### src/rtl/sa_drain.sv
// Drains systolic-array result rows into a row FIFO and streams them out one 32-bit lane per beat.
// Optional macro SA_DRAIN_RELU_EN clamps negative lanes to zero at capture.
module sa_drain #(
    parameter int ARRAY_LENGTH = 4,
    parameter int FIFO_DEPTH   = 4
) (
    input  logic                          clk,
    input  logic                          _res,
    input  logic [ARRAY_LENGTH*32-1:0]    SoutL,
    input  logic                          Sready,
    output logic [31:0]                   m_data,
    output logic                          m_valid,
    input  logic                          m_ready,
    output logic                          m_last,
    output logic                          full,
    output logic                          overflow,
    output logic [$clog2(FIFO_DEPTH):0]   count
);

    localparam int PTR_W  = $clog2(FIFO_DEPTH);
    localparam int CNT_W  = PTR_W + 1;
    localparam int LANE_W = (ARRAY_LENGTH > 1) ? $clog2(ARRAY_LENGTH) : 1;
    localparam logic [LANE_W-1:0] LAST_LANE = LANE_W'(ARRAY_LENGTH - 1);
    localparam logic [CNT_W-1:0]  FULL_CNT  = CNT_W'(FIFO_DEPTH);

    logic [ARRAY_LENGTH*32-1:0] mem [FIFO_DEPTH];

    logic [PTR_W-1:0]  wr_ptr_q, wr_ptr_d;
    logic [PTR_W-1:0]  rd_ptr_q, rd_ptr_d;
    logic [CNT_W-1:0]  count_q, count_d;
    logic [LANE_W-1:0] lane_q, lane_d;
    logic              overflow_q, overflow_d;

    logic [ARRAY_LENGTH*32-1:0] cap_row;
    logic [ARRAY_LENGTH*32-1:0] head_row;
    logic [31:0]                head_lanes [ARRAY_LENGTH];
    logic                       xfer, pop, wr_accept, is_last;

    assign head_row = mem[rd_ptr_q];

    genvar gi;
    generate
        for (gi = 0; gi < ARRAY_LENGTH; gi++) begin : g_lane
`ifdef SA_DRAIN_RELU_EN
            assign cap_row[gi*32 +: 32] = SoutL[gi*32+31] ? 32'd0 : SoutL[gi*32 +: 32];
`else
            assign cap_row[gi*32 +: 32] = SoutL[gi*32 +: 32];
`endif
            assign head_lanes[gi] = head_row[gi*32 +: 32];
        end
    endgenerate

    // A full FIFO still accepts a row when the head row's final lane leaves on the same edge.
    always_comb begin
        is_last    = (lane_q == LAST_LANE);
        xfer       = m_valid && m_ready;
        pop        = xfer && is_last;
        wr_accept  = Sready && (!full || pop);
        overflow_d = overflow_q || (Sready && full && !pop);
        wr_ptr_d   = wr_accept ? wr_ptr_q + PTR_W'(1) : wr_ptr_q;
        rd_ptr_d   = pop ? rd_ptr_q + PTR_W'(1) : rd_ptr_q;
        lane_d     = lane_q;
        if (xfer) begin
            lane_d = is_last ? '0 : lane_q + LANE_W'(1);
        end
        count_d = count_q;
        case ({wr_accept, pop})
            2'b10:   count_d = count_q + CNT_W'(1);
            2'b01:   count_d = count_q - CNT_W'(1);
            default: count_d = count_q;
        endcase
    end

    always_ff @(posedge clk) begin
        if (_res) begin
            wr_ptr_q   <= '0;
            rd_ptr_q   <= '0;
            count_q    <= '0;
            lane_q     <= '0;
            overflow_q <= 1'b0;
        end else begin
            wr_ptr_q   <= wr_ptr_d;
            rd_ptr_q   <= rd_ptr_d;
            count_q    <= count_d;
            lane_q     <= lane_d;
            overflow_q <= overflow_d;
        end
    end

    // Row storage is not reset; pointers and count define what is live.
    always_ff @(posedge clk) begin
        if (wr_accept && !_res) begin
            mem[wr_ptr_q] <= cap_row;
        end
    end

    always_comb begin
        m_valid  = (count_q != '0);
        m_last   = m_valid && is_last;
        m_data   = m_valid ? head_lanes[lane_q] : 32'd0;
        full     = (count_q == FULL_CNT);
        overflow = overflow_q;
        count    = count_q;
    end

endmodule

### config.mk
export PLATFORM = sky130hd
export DESIGN_NAME = sa_drain
export DESIGN_NICKNAME = d
export VERILOG_FILES = /design/src/rtl/sa_drain.sv
export SDC_FILE = /design/constraint.sdc
export NUM_CORES = 1
export LEC_CHECK = 0
export CORE_MARGIN = 1
export CORE_UTILIZATION = 50
export CTS_BUF_LIST = sky130_fd_sc_hd__clkbuf_8
export DETAILED_ROUTE_END_ITERATION = 10
export GPL_ROUTABILITY_DRIVEN = 0
export PLACE_DENSITY = 0.76
export SLEW_MARGIN = 15
export SYNTH_ARGS = -nofsm -noshare
export SYNTH_HDL_FRONTEND = slang
export SYNTH_SLANG_ARGS = --single-unit
### constraint.sdc
create_clock -name clk -period 6.1 [get_ports clk]
set_input_delay 0.915 -clock clk [delete_from_list [all_inputs] [get_ports clk]]
set_output_delay 0.915 -clock clk [all_outputs]
set_load 0.05 [all_outputs]
==> run metrics <==
status complete, no violations; Distinct cells, synth 33; RR Startpoint lane_q[0]; drt wl/cell 23.12 um; initial antenna violation count 3; Pwr Total 7.229 mW; hold path start overflow; DRT Pass-1 Iters 5; most frequent cells in the layout edfxtp_1 (512), clkdlybuf4s50_1 (170), mux4_2 (127), clkbuf_8 (86); CTS tree built; Final TNS setup 0 ns; sequential fraction of the synthesis area 0.7916; RSZ-0062 raised after global routing false; CTS Buffer Depth 3; core area 38740 sq um; Synth top area share 0.7794; pwr/cell area 307.0 nW/um^2; fin crit share 0.7492; DRT antenna net count 0; CP max FO 54; worst skew pair latency 0.64 ns; Initial Util 0.5092; total number of vias 9169; first-pass GRT wire length 57290 um; post-CTS sizing 0; Ys Warns 0; Die Width 200.6 um; compound-cell area share of the yosys netlist 0.03273; clk_skew 0.02684 ns; Layout Utilization 0.6080; TritonCTS Buffers 83; Max VDD drop 0.2182 mV; Die Span Y 200.6 um; Hold Vio Cnt, Final 0; area grow syn2layout 19.40%; simple-gate share of the synthesized area 0.009071; ranking of synthesized cells by area edfxtp_1 (78%), mux4_2 (15%), a221o_1 (1.6%); DRC viols 0; postcts setup bufs 0; WS Path Type reg2out; mapped cell area 19730 sq um; diodes inserted 0; Routed WL 37590 um; H-tree levels 3; crit path DAT 3.66 ns; commonest non-fill, non-tap cell in the layout edfxtp_1; Main synth FF type edfxtp_1; Final Setup Violations 0; Clock Sinks 524; PortBufs 170; post-DP HPWL 21580 um; Clock transition at path regs 0.06 ns; share of cells above drive strength 1 0.2310; fin crit period 4.570 ns; main combinational cell family by area after synthesis multiplexers; number of global-route vias before repair 9888; Syn Area/Cell 23.97 sq um; Inst Count DP 1481; post-route insts no fill 1626; largest net degree at the start of global routing 79; post-synthesis register bit count 524; clock root cell clkbuf_8; drt via density 5.639; Hold Crit Class reg2reg; total congestion overflow 0; Nets 1187; fillers 2702; startpoint types flip-flop; GRT Total Usage 0.1916; Detailed Route Iter0 Violations 635; mux share of post-synthesis cell area 0.1465; Post-synth EDFFs 512; measured slew at the worst slew-check pin 1.052 ns; Post-Syn Nets 962; XOR/XNOR Fraction of Synth Area 0.002220; I/O Pins 171; max-cap violations 0; fmax 218.8 MHz; Slew Limit Headroom 0.2985; Cells after Synth 823; Post-Synth Adder-Cell Area 0.004821; asr flop ratio synth 0; # hold bufs at CTS 0; Final Slew Violations 0; row count 72; area leader, netlist edfxtp_1; die outline area 40250 sq um; CP endpoint kind primary output; P_leak 7.348 nW; CP required 5.18 ns
## area by class of cell
class                           instances  area, sq um  share of cell area
Sequential cell                       524        15620              0.6633
Multi-Input combinational cell        247         3882              0.1649
Timing Repair Buffer                  184         1894             0.08043
Clock buffer                           86         1184             0.05026
Tap cell                              518        648.1             0.02752
Clock inverter                         59        290.3             0.01233
Inverter                                8        30.03            0.001275
## worst paths after layout
| path | cells after the start | slack (ns) | end |
|---|---|---|---|
| max | 5 | 1.53 | m_data[13] |
| min | 2 | 0.47 | overflow |
| max reg2reg | 6 | 2.95 | mem[2][48] |
| min reg2reg | 2 | 0.47 | overflow |
## Yosys cell counts (all sizes together) (3+ instances only)
master,number
a21oi,4
a221o,31
a22o,31
and2,7
buf,23
clkbuf,21
dfxtp,12
edfxtp,512
ha,6
inv,8
mux2i,3
mux4,127
nand2,5
nand3,3
nor2,11
nor3,3
xor2,3
## cells by family after synthesis
group                    after synthesis
buffers and inverters                 52
AO/OA/AOI/OAI                         71
flip-flops                           524
XOR/XNOR                               5
multiplexers                         130
adder cells (fa/ha/maj)                7
AND/OR/NAND/NOR                       34
## per-layer routing
layer | GRT usage | share of wire | vias up
li1 | - | - | 4026
met1 | 0.2466 | 0.40 | 4775
met2 | 0.3212 | 0.51 | 304
met3 | 0.04789 | 0.068 | 58
met4 | 0.06352 | 0.016 | 6
met5 | 0 | 0.0011 | -
## sequential cells by signal, indices dropped and copies added, names as in the netlist, named ones only
signal,flops
lane_q,2
overflow,1
mem,512
wr_ptr_q,2
rd_ptr_q,2
count,3
## where the power goes
part / leakage (nW) / switching (mW) / internal, mW
sequential: 4.75 / 0.0264 / 4.06
combinational: 1.78 / 0.299 / 0.210
clock: 0.818 / 1.28 / 1.35
## metrics by stage
step	setup slack [ns]	area (sq um)	hold WS (ns)
after global routing	1.367	23550	0.5191
after floorplan	1.265	19730	0.4761
after global placement	2.150	22070	0.4524
final	1.530	23550	0.4743
after detailed placement	2.089	22070	0.4644
after CTS	1.384	23550	0.4801
## critical path: stages (launching register included)
cell	delay [ns]
dfxtp_4	0.87
buf_4	0.51
mux4_2	0.37
a22o_1	0.24
a221o_1	0.27
clkdlybuf4s50_1	0.73
(Power assumes the default switching activity.)
